[config.mk]
export PLATFORM = sky130hd
export DESIGN_NAME = ysyx_23060332_lsu
export DESIGN_NICKNAME = d
export VERILOG_FILES = /design/src/rtl/ysyx_23060332_lsu.sv
export SDC_FILE = /design/constraint.sdc
export NUM_CORES = 1
export LEC_CHECK = 0
export CAP_MARGIN = 20
export CORE_ASPECT_RATIO = 1.75
export CORE_UTILIZATION = 44
export DETAILED_ROUTE_END_ITERATION = 16
export PLACE_DENSITY = 0.86
export SLEW_MARGIN = 10
export SYNTH_ARGS = -nofsm -noshare
export SYNTH_HDL_FRONTEND = slang
export SYNTH_SLANG_ARGS = --single-unit
[constraint.sdc]
create_clock -name clk -period 2.3 [get_ports clk]
set_input_delay 0.575 -clock clk [delete_from_list [all_inputs] [get_ports clk]]
set_output_delay 0.575 -clock clk [all_outputs]
set_load 0.01 [all_outputs]
[src/rtl/ysyx_23060332_lsu.sv]
// Load/store unit between EXU and writeback: one op in flight, valid/ready handshakes on every side.
// Optional misaligned-access trap: define YSYX_23060332_LSU_MISALIGN_CHK_EN (adds port lsu_misalign).
// state    | meaning
// IDLE     | ready for a new EXU op
// REQ      | memory request presented, waiting for mem_req_ready
// WAIT_RSP | waiting for read data or write ack
// WB       | result presented to writeback, waiting for wb_ready
module ysyx_23060332_lsu #(
  parameter int ADDR_W = 32,
  parameter int DATA_W = 32,
  parameter int MASK_W = 8
) (
  input  logic              clk,
  input  logic              rst_n,
  input  logic              ex_valid,
  output logic              ex_ready,
  input  logic              ex_is_load,
  input  logic              ex_is_store,
  input  logic [2:0]        ex_func3,
  input  logic [ADDR_W-1:0] ex_addr,
  input  logic [DATA_W-1:0] ex_wdata,
  input  logic [DATA_W-1:0] ex_alu_result,
  input  logic [4:0]        ex_waddr,
  input  logic              ex_reg_wen,
  output logic              mem_req_valid,
  input  logic              mem_req_ready,
  output logic              mem_req_wen,
  output logic [ADDR_W-1:0] mem_req_addr,
  output logic [DATA_W-1:0] mem_req_wdata,
  output logic [MASK_W-1:0] mem_req_wmask,
  input  logic              mem_rsp_valid,
  input  logic [DATA_W-1:0] mem_rsp_rdata,
  output logic              mem_rsp_ready,
  output logic              wb_valid,
  input  logic              wb_ready,
  output logic [4:0]        wb_waddr,
  output logic [DATA_W-1:0] wb_wdata,
  output logic              wb_wen
`ifdef YSYX_23060332_LSU_MISALIGN_CHK_EN
  ,
  output logic              lsu_misalign
`endif
);

  typedef enum logic [1:0] {S_IDLE, S_REQ, S_WAIT_RSP, S_WB} state_e;

  state_e            state_q, state_d;
  logic [ADDR_W-1:0] req_addr_q, req_addr_d;
  logic [DATA_W-1:0] req_wdata_q, req_wdata_d;
  logic [3:0]        req_wmask_q, req_wmask_d;
  logic              req_wen_q, req_wen_d;
  logic              is_load_q, is_load_d;
  logic [2:0]        func3_q, func3_d;
  logic [1:0]        off_q, off_d;
  logic [4:0]        waddr_q, waddr_d;
  logic              reg_wen_q, reg_wen_d;
  logic [DATA_W-1:0] res_data_q, res_data_d;
  logic              res_wen_q, res_wen_d;

  logic [1:0]        ex_off;
  logic              ex_is_mem;
  logic [3:0]        fmt_wmask;
  logic [DATA_W-1:0] fmt_wdata;
  logic [7:0]        ld_byte;
  logic [15:0]       ld_half;
  logic [DATA_W-1:0] ld_data;

  assign ex_off    = ex_addr[1:0];
  assign ex_is_mem = ex_is_load | ex_is_store;

  // 4-bit shifts clip a misaligned half mask to the word's byte lanes
  always_comb begin
    fmt_wmask = 4'b0000;
    fmt_wdata = '0;
    if (ex_is_store) begin
      case (ex_func3)
        3'b000: begin
          fmt_wmask = 4'b0001 << ex_off;
          fmt_wdata = {(DATA_W/8){ex_wdata[7:0]}};
        end
        3'b001: begin
          fmt_wmask = 4'b0011 << ex_off;
          fmt_wdata = {(DATA_W/16){ex_wdata[15:0]}};
        end
        3'b010: begin
          fmt_wmask = 4'b1111;
          fmt_wdata = ex_wdata;
        end
        default: ;
      endcase
    end else if (ex_is_load) begin
      case (ex_func3)
        3'b000, 3'b100: fmt_wmask = 4'b0001 << ex_off;
        3'b001, 3'b101: fmt_wmask = 4'b0011 << ex_off;
        3'b010:         fmt_wmask = 4'b1111;
        default:        fmt_wmask = 4'b0000;
      endcase
    end
  end

`ifdef YSYX_23060332_LSU_MISALIGN_CHK_EN
  logic mis_q, mis_d;
  logic ex_misaligned;

  always_comb begin
    ex_misaligned = 1'b0;
    case (ex_func3)
      3'b001:  ex_misaligned = ex_off[0];
      3'b101:  ex_misaligned = ex_off[0] & ~ex_is_store;
      3'b010:  ex_misaligned = (ex_off != 2'b00);
      default: ex_misaligned = 1'b0;
    endcase
  end
`endif

  always_comb begin
    ld_half = off_q[1] ? mem_rsp_rdata[31:16] : mem_rsp_rdata[15:0];
    case (off_q)
      2'd1:    ld_byte = mem_rsp_rdata[15:8];
      2'd2:    ld_byte = mem_rsp_rdata[23:16];
      2'd3:    ld_byte = mem_rsp_rdata[31:24];
      default: ld_byte = mem_rsp_rdata[7:0];
    endcase
    case (func3_q)
      3'b000:  ld_data = {{(DATA_W-8){ld_byte[7]}}, ld_byte};
      3'b001:  ld_data = {{(DATA_W-16){ld_half[15]}}, ld_half};
      3'b010:  ld_data = mem_rsp_rdata;
      3'b100:  ld_data = {{(DATA_W-8){1'b0}}, ld_byte};
      3'b101:  ld_data = {{(DATA_W-16){1'b0}}, ld_half};
      default: ld_data = '0;
    endcase
  end

  always_comb begin
    state_d     = state_q;
    req_addr_d  = req_addr_q;
    req_wdata_d = req_wdata_q;
    req_wmask_d = req_wmask_q;
    req_wen_d   = req_wen_q;
    is_load_d   = is_load_q;
    func3_d     = func3_q;
    off_d       = off_q;
    waddr_d     = waddr_q;
    reg_wen_d   = reg_wen_q;
    res_data_d  = res_data_q;
    res_wen_d   = res_wen_q;
`ifdef YSYX_23060332_LSU_MISALIGN_CHK_EN
    mis_d       = mis_q;
`endif
    case (state_q)
      S_IDLE: begin
        if (ex_valid) begin
          req_addr_d  = {ex_addr[ADDR_W-1:2], 2'b00};
          req_wdata_d = fmt_wdata;
          req_wmask_d = fmt_wmask;
          req_wen_d   = ex_is_store;
          is_load_d   = ex_is_load & ~ex_is_store;
          func3_d     = ex_func3;
          off_d       = ex_off;
          waddr_d     = ex_waddr;
          reg_wen_d   = ex_reg_wen;
          if (ex_is_mem) begin
            state_d    = S_REQ;
            res_data_d = '0;
            res_wen_d  = 1'b0;
`ifdef YSYX_23060332_LSU_MISALIGN_CHK_EN
            if (ex_misaligned) begin
              state_d = S_WB;
              mis_d   = 1'b1;
            end
`endif
          end else begin
            state_d    = S_WB;
            res_data_d = ex_alu_result;
            res_wen_d  = ex_reg_wen;
          end
        end
      end
      S_REQ: begin
        if (mem_req_ready) state_d = S_WAIT_RSP;
      end
      S_WAIT_RSP: begin
        if (mem_rsp_valid) begin
          state_d = S_WB;
          if (is_load_q) begin
            res_data_d = ld_data;
            res_wen_d  = reg_wen_q;
          end else begin
            res_data_d = '0;
            res_wen_d  = 1'b0;
          end
        end
      end
      S_WB: begin
        if (wb_ready) begin
          state_d = S_IDLE;
`ifdef YSYX_23060332_LSU_MISALIGN_CHK_EN
          mis_d   = 1'b0;
`endif
        end
      end
      default: state_d = S_IDLE;
    endcase
  end

  always_ff @(posedge clk or negedge rst_n) begin
    if (!rst_n) begin
      state_q     <= S_IDLE;
      req_addr_q  <= '0;
      req_wdata_q <= '0;
      req_wmask_q <= '0;
      req_wen_q   <= 1'b0;
      is_load_q   <= 1'b0;
      func3_q     <= '0;
      off_q       <= '0;
      waddr_q     <= '0;
      reg_wen_q   <= 1'b0;
      res_data_q  <= '0;
      res_wen_q   <= 1'b0;
`ifdef YSYX_23060332_LSU_MISALIGN_CHK_EN
      mis_q       <= 1'b0;
`endif
    end else begin
      state_q     <= state_d;
      req_addr_q  <= req_addr_d;
      req_wdata_q <= req_wdata_d;
      req_wmask_q <= req_wmask_d;
      req_wen_q   <= req_wen_d;
      is_load_q   <= is_load_d;
      func3_q     <= func3_d;
      off_q       <= off_d;
      waddr_q     <= waddr_d;
      reg_wen_q   <= reg_wen_d;
      res_data_q  <= res_data_d;
      res_wen_q   <= res_wen_d;
`ifdef YSYX_23060332_LSU_MISALIGN_CHK_EN
      mis_q       <= mis_d;
`endif
    end
  end

  assign ex_ready      = (state_q == S_IDLE);
  assign mem_req_valid = (state_q == S_REQ);
  assign mem_req_wen   = mem_req_valid & req_wen_q;
  assign mem_req_addr  = mem_req_valid ? req_addr_q : '0;
  assign mem_req_wdata = mem_req_valid ? req_wdata_q : '0;
  assign mem_req_wmask = mem_req_valid ? MASK_W'(req_wmask_q) : '0;
  assign mem_rsp_ready = (state_q == S_WAIT_RSP);
  assign wb_valid      = (state_q == S_WB);
  assign wb_waddr      = wb_valid ? waddr_q : '0;
  assign wb_wdata      = wb_valid ? res_data_q : '0;
  // x0 is never written, whatever the op asked for
  assign wb_wen        = wb_valid & res_wen_q & (waddr_q != 5'd0);
`ifdef YSYX_23060332_LSU_MISALIGN_CHK_EN
  assign lsu_misalign  = wb_valid & mis_q;
`endif

endmodule

==> results of run 1 <==
-- power by group --
part	internal (mW)	leakage [nW]	total, mW	switching (mW)
Combinational	2.80	2.56	5.62	2.82
Sequential	2.90	1.42	3.44	0.542
Clock	1.73	0.290	2.70	0.972
-- through the flow --
stage	instance area (sq um)	hold slack, ps	std cells
detailed placement	9230	477	1063
finish	9660	205	1102
CTS	9750	293	1100
global placement	9230	454	1063
global route	9660	293	1102
floorplan	6480	279	668
-- critical path: stages (launching register included) --
cell and delay [ps]:
dfrtp_1 380, or3_1 360, o311a_1 300, clkdlybuf4s15_2 240
-- per-layer routing --
layer	vias up	GRT usage [%]	share of wire, %
met5	-	0	0
met4	0	17.1	5.7
met3	72	5.90	5.9
met2	294	52.2	54
met1	2960	30.4	35
li1	2839	-	-
-- flip-flops by register name, summed over array words and instances (netlist names) --
signal and flops:
reg_wen_q 1, res_wen_q 1, waddr_q 5, req_addr_q 30, func3_q 3, req_wdata_q 32, req_wen_q 1, state_q 2
is_load_q 1, res_data_q 32, off_q 2, req_wmask_q 4
-- cells by family (layout without fill, tap and decap cells) --
| family | Yosys count | in the layout | share of synthesized area [%] |
|---|---|---|---|
| compound gates | 202 | 202 | 20.4 |
| other cells | 1 | 6 | 0.0581 |
| fa+ha+maj | 8 | 8 | 1.55 |
| simple gates | 206 | 206 | 17.7 |
| mux | 60 | 60 | 10.2 |
| flops | 114 | 114 | 44.2 |
| buf+inv | 72 | 326 | 5.91 |
-- how the worst max path moves through the flow --
| stage | endpoint | slack (ps) | cells past startpoint |
|---|---|---|---|
| 2_1_floorplan | mem_req_wdata[10] | 370 | 5 |
| 3_3_place_gp | res_data_q[12] | 80 | 6 |
| 3_5_place_dp | res_data_q[12] | 50 | 6 |
| 4_1_cts | mem_req_addr[31] | -10 | 5 |
| 5_1_grt | mem_req_wdata[11] | -8 | 5 |
| 6_report | wb_wen | 40 | 3 |
-- Yosys cell counts (2+ instances only) --
library cell and count:
a211o_1 8, a211oi_1 8, a21oi_1 74, a221oi_1 15
a22o_1 26, and2_1 104, buf_1 4, buf_2 16
buf_4 10, buf_6 7, clkbuf_1 26, dfrtp_1 114
ha_1 8, inv_1 8, mux2_2 46, mux2i_1 14
nand2_1 22, nand2b_1 7, nand3b_1 2, nand4_1 2
nor2_1 45, nor2b_1 12, nor3_1 3, nor3b_1 2
o21ai_0 35, o22ai_1 24, o22ai_2 2, or3_1 3
-- layout by cell type, fill, tap and decap left out, drive strengths merged, types with 2 or more instances in the layout --
cell	netlist	layout
nor3b	2	2
nor3	3	3
dfrtp	114	114
nor2	45	45
clkdlybuf4s15	0	46
mux2	46	46
clkinvlp	0	3
nor2b	13	13
buf	37	57
clkdlybuf4s50	0	144
a21oi	74	74
and2	104	104
a22o	26	26
conb	1	6
a211oi	9	9
nand2b	7	7
o22ai	27	27
nand4	2	2
nand2	22	22
clkinv	0	5
o21ai	35	35
a211o	8	8
nand3b	2	2
or3	3	3
dlygate4sd2	0	3
clkbuf	27	55
mux2i	14	14
bufinv	0	3
inv	8	10
ha	8	8
a221oi	16	16
-- layout make-up --
| cell class | count | share of cell area [%] |
|---|---|---|
| Multi-Input combinational cell | 482 | 34.0 |
| Tap cell | 180 | 2.33 |
| Clock inverter | 13 | 1.64 |
| Clock buffer | 19 | 4.58 |
| Inverter | 8 | 0.311 |
| Sequential cell | 114 | 29.5 |
| Timing Repair Buffer | 286 | 27.6 |
-- timing repair --
action	in CTS	in global routing
resized for setup	211	101
setup buffers	3	2
gates cloned	2	0
setup endpoints to repair	108	71
pin swaps	1	1
==> key figures, run 1 <==
Run status
  • Status: completed

Routing
  • Iter 0 DRT Violations: 279
  • Detailed-route wire length: 21500 um
  • Avg WL per Cell: 19.5 um
  • DRC: 0
  • DR pass1 iterations: 7
  • Via count: 6165
  • Vias per std cell: 5.59
  • ANT nets after route: 0

Clock network
  • Clock tree buffer depth: 2
  • Clock latency on the worst-skew pair: 400 ps
  • CTS Root Cell: clkbuf_16
  • H-tree Lvls: 4
  • Reg clk slew, reported paths: 60 ps
  • CTS tree: yes
  • Clock Sink Count: 114
  • Num CTS Buffers: 17
  • Hold_buf cts: 0

STA
  • Clock Skew: 8.91 ps
  • Fin worst setup slack: 39.6 ps
  • Fin. Hold Viols: 0
  • # setup viols final: 0
  • Fmax: 442 MHz
  • Fin crit share: 98.3%
  • Final Max Slew Viols: 0
  • RSZ-0062 raised after global routing: yes
  • Post-route setup TNS: 0 ps
  • Final Critical Period: 2260 ps
  • Relative slew slack: 48.7%
  • Worst slew pin tran: 768 ps

Hold path
  • Worst hold path type: primary input to asynchronous set/reset pin

Setup path
  • Worst reg2reg path startpoint: state_q[1]
  • RR Endpoint: res_data_q[3]
  • Reg2Reg Depth: 8
  • R2R Setup Slk: 280 ps
  • Arrival time worst endpoint: 1690 ps
  • WP data required: 1730 ps
  • Critical Path Sink Type: output pin
  • Worst setup startpoint: waddr_q[3]
  • Crit-path max FO: 2
  • CP Class: register to output pin
  • CP startpoint kind: register

Synth
  • Main flop type after synthesis: dfrtp_1
  • Asr flop ratio synth: 100%
  • Mapped Avg Cell Area: 9.74 sq um
  • Synth Register Bits: 114
  • Sequential area share after synthesis: 44.2%
  • Synth warn: 0
  • Synth unique cells: 44
  • Post-Syn Area: 0.00646 sq mm
  • Synth area leader: dfrtp_1
  • Largest cells by area after synthesis: dfrtp_1 44%, and2_1 10%, mux2_2 8.0%
  • Synth top area share: 44.2%
  • Post-Syn Instances: 663
  • Post-synth EDFFs: 0

Cells and area
  • Filler cells: 1182
  • Sequential cell area: 0.00285 sq mm
  • Final core utilization: 67.3%
  • Layout cells sized above 1: 21.1%
  • # nets final: 1062
  • Area delta synth->final: 49.6%
  • Multi-input gate area: 0.00329 sq mm
  • Diode count: 0

Die
  • Die X: 93.6 um
  • Die Area: 0.0152 sq mm
  • Starting Density: 44.9%
  • Core area: 0.0144 sq mm
  • Core Rows: 58
  • Die H: 162 um
  • Io pins: 260

Global route
  • Largest net degree at the start of global routing: 115
  • Vias in the first global route: 6259
  • GRT Util Overall: 28.9%
  • Global-route wire length before repair: 33100 um
  • Initial antenna violation count: 0
  • GRT overflow: 0

Power
  • PwrDens: 1220 mW/mm^2
  • Worst VDD drop: 0.000694 V
  • Tot Pwr: 11.8 mW
  • Leak pwr: 4.28 nW

Placed design
  • Post-DP HPWL: 15300 um
  • Gpl congestion: 0.905
  • Count of input and output buffers: 253
  • Setup slack after placement: 53.4 ps

Run
  • Max-Cap Viols: 0
No activity file was read; power rests on OpenSTA's default activity.
==> inputs of run 2 (changes only) <==
- CAP_MARGIN: 20 -> not set
- CELL_PAD_IN_SITES_DETAIL_PLACEMENT: not set -> 2
- CELL_PAD_IN_SITES_GLOBAL_PLACEMENT: not set -> 2
- CORE_UTILIZATION: 44 -> 26
- PLACE_DENSITY: 0.86 -> 0.87
- RECOVER_POWER: not set -> 100
==> key figures, run 2 (synthesis gave the netlist of run 1 again) <==
Global route
  • GRT Util Overall: 22.9%
  • GRT overflow: 0
  • Grt met1 use: 22.7%
  • Met3 usage: 3.49%
  • Global-route wire length before repair: 43000 um
  • Vias in the first global route: 7152
  • Met2 Resource Use GR: 45.0%
  • Largest net degree at the start of global routing: 43
  • Grt peak-use layer: met2
  • Initial antenna violation count: 0

Setup path
  • R2R Setup Slk: -110 ps
  • WP data required: 2580 ps
  • Reg2Reg Depth: 9
  • CP Class: register to register
  • CP delay by family, top: buffers and inverters
  • Critical Path Stages: 9
  • Critical path buffer and inverter count: 4
  • RR Endpoint: res_data_q[6]
  • Worst setup startpoint: state_q[0]
  • Cell Chain, Critical Path: buf_4 > inv_1 > ha_1 > clkbuf_2 > nand2b_1 > nor2b_1 > buf_12 > nor2_1 > a211oi_1
  • Critical-path top delay cell: dfrtp_1
  • Critical Path Sink Type: register
  • Arrival time worst endpoint: 2690 ps
  • Worst reg2reg path startpoint: state_q[0]
  • Crit-path max FO: 32
  • CP startpoint kind: register
  • Critical Path End: res_data_q[6]
  • Slowest stage delay, CP: 370 ps

STA
  • Final Max Slew Viols: 27
  • Clock Skew: 8.74 ps
  • Fin worst setup slack: -107 ps
  • Final Critical Period: 2410 ps
  • Fin. Hold Viols: 0
  • Worst slew pin tran: 1520 ps
  • Relative slew slack: -1.46%
  • # setup viols final: 53
  • RSZ-0062 raised after global routing: yes
  • Fin crit share: 105%
  • Post-route setup TNS: -1970 ps
  • Fmax: 416 MHz

Cells and area
  • # nets final: 1081
  • Layout cells sized above 1: 27.1%
  • Non-Filler Instances: 1253
  • Filler cells: 2666
  • Most common cell after layout, fill and taps aside: clkdlybuf4s50_1
  • Diode count: 0
  • Largest regs: req_wdata_q x32, res_data_q x32, req_addr_q x30
  • Area delta synth->final: 56.4%
  • Most frequent cells in the layout: 143 x clkdlybuf4s50_1, 114 x dfrtp_1, 74 x a21oi_1, 67 x and2_1, 46 x mux2_2

Power
  • Leak pwr: 4.46 nW
  • Worst VDD drop: 0.000605 V
  • PwrDens: 1270 mW/mm^2

Placed design
  • Placed cells: 1206
  • Setup slack after placement: -52.9 ps
  • Gpl congestion: 0.856
  • Count of input and output buffers: 253
  • Post-DP HPWL: 20500 um

Run
  • Max-Cap Viols: 1

Die
  • Starting Density: 26.3%
  • Core Rows: 76
  • Die X: 121 um
  • Die Area: 0.0255 sq mm
  • Io pins: 260
  • Die H: 211 um
  • Core area: 0.0245 sq mm

Clock network
  • Reg clk slew, reported paths: 60 ps
  • Clock tree buffer depth: 2
  • CTS Root Cell: clkbuf_16
  • Clock Sink Count: 114
  • Clock latency on the worst-skew pair: 430 ps
  • H-tree Lvls: 4
  • Hold_buf cts: 0
  • CTS tree: yes
  • Num CTS Buffers: 17

Run status
  • Status: finished, violations left
  • Failing checks: max-capacitance violations, max-slew violations, negative setup slack

Hold path
  • Worst hold path type: register to register

Routing
  • Iter 0 DRT Violations: 202
  • Via count: 6336
  • Detailed-route wire length: 29000 um
  • DRC: 0
  • Vias per std cell: 5.06
  • Avg WL per Cell: 23.1 um
  • DR pass1 iterations: 4
  • ANT nets after route: 0
run 2: changes by cell type in the layout (fill, tap and decap cells not counted), sizes merged, moves of 2 or more:
cell / before / now
buf: 57 / 105
clkbuf: 55 / 64
clkdlybuf4s15: 46 / 12
clkinv: 5 / 3
inv: 10 / 8
run 2: layout make-up:
type                       count  area (sq um)  share of cell area, %
clock inverter                 9           128                   1.26
clock buffer                  23           488                   4.83
sequential                   114          2850                   28.2
multi-input combinational    482          3380                   33.4
timing repair buffer         305          2840                   28.1
inverter                       8          30.0                  0.297
tap                          312           390                   3.86
run 2: what timing repair did:
item,in CTS,in global routing
pin swaps,2,0
gates resized for setup,433,45
setup buffers,8,2
cloned,5,1
endpoints found under the setup margin,109,83
run 2: worst min path at each step:
stage	to	slack [ps]	cells after the start	from
final	req_wdata_q[5]	500	1	req_wdata_q[5]
after global routing	req_wdata_q[5]	520	1	req_wdata_q[5]
after CTS	req_addr_q[2]	70	1	rst_n
after detailed placement	req_wdata_q[0]	490	1	req_wdata_q[0]
after global placement	req_addr_q[20]	480	1	req_addr_q[20]
after floorplan	func3_q[0]	280	0	rst_n
run 2: power breakdown:
group / total [mW] / leakage, nW / switching (mW) / internal, mW
Sequential: 3.54 / 1.42 / 0.639 / 2.90
Clock: 2.78 / 0.295 / 0.972 / 1.81
Combinational: 6.47 / 2.74 / 3.26 / 3.21
Total: 12.8 / 4.46 / 4.87 / 7.92
run 2: metal layers:
| metal | share of wire (%) | vias up | wire [um] |
|---|---|---|---|
| li1 | - | 2876 | - |
| met2 | 59 | 202 | 17000 |
| met1 | 34 | 3198 | 9950 |
| met3 | 3.4 | 60 | 975 |
| met5 | 0 | - | 0 |
| met4 | 3.7 | 0 | 1060 |
run 2: stage by stage:
step | area [sq um] | hold slack, ps | total power, mW | utilization, %
2_1_floorplan | 6480 | 279 | 6.82 | -
3_3_place_gp | 9480 | 478 | 9.34 | 38.6
5_1_grt | 10100 | 519 | 13.5 | 41.2
3_5_place_dp | 9480 | 488 | 9.63 | 38.6
4_1_cts | 10200 | 72.4 | 12.9 | 41.5
6_report | 10100 | 503 | 12.8 | 41.2
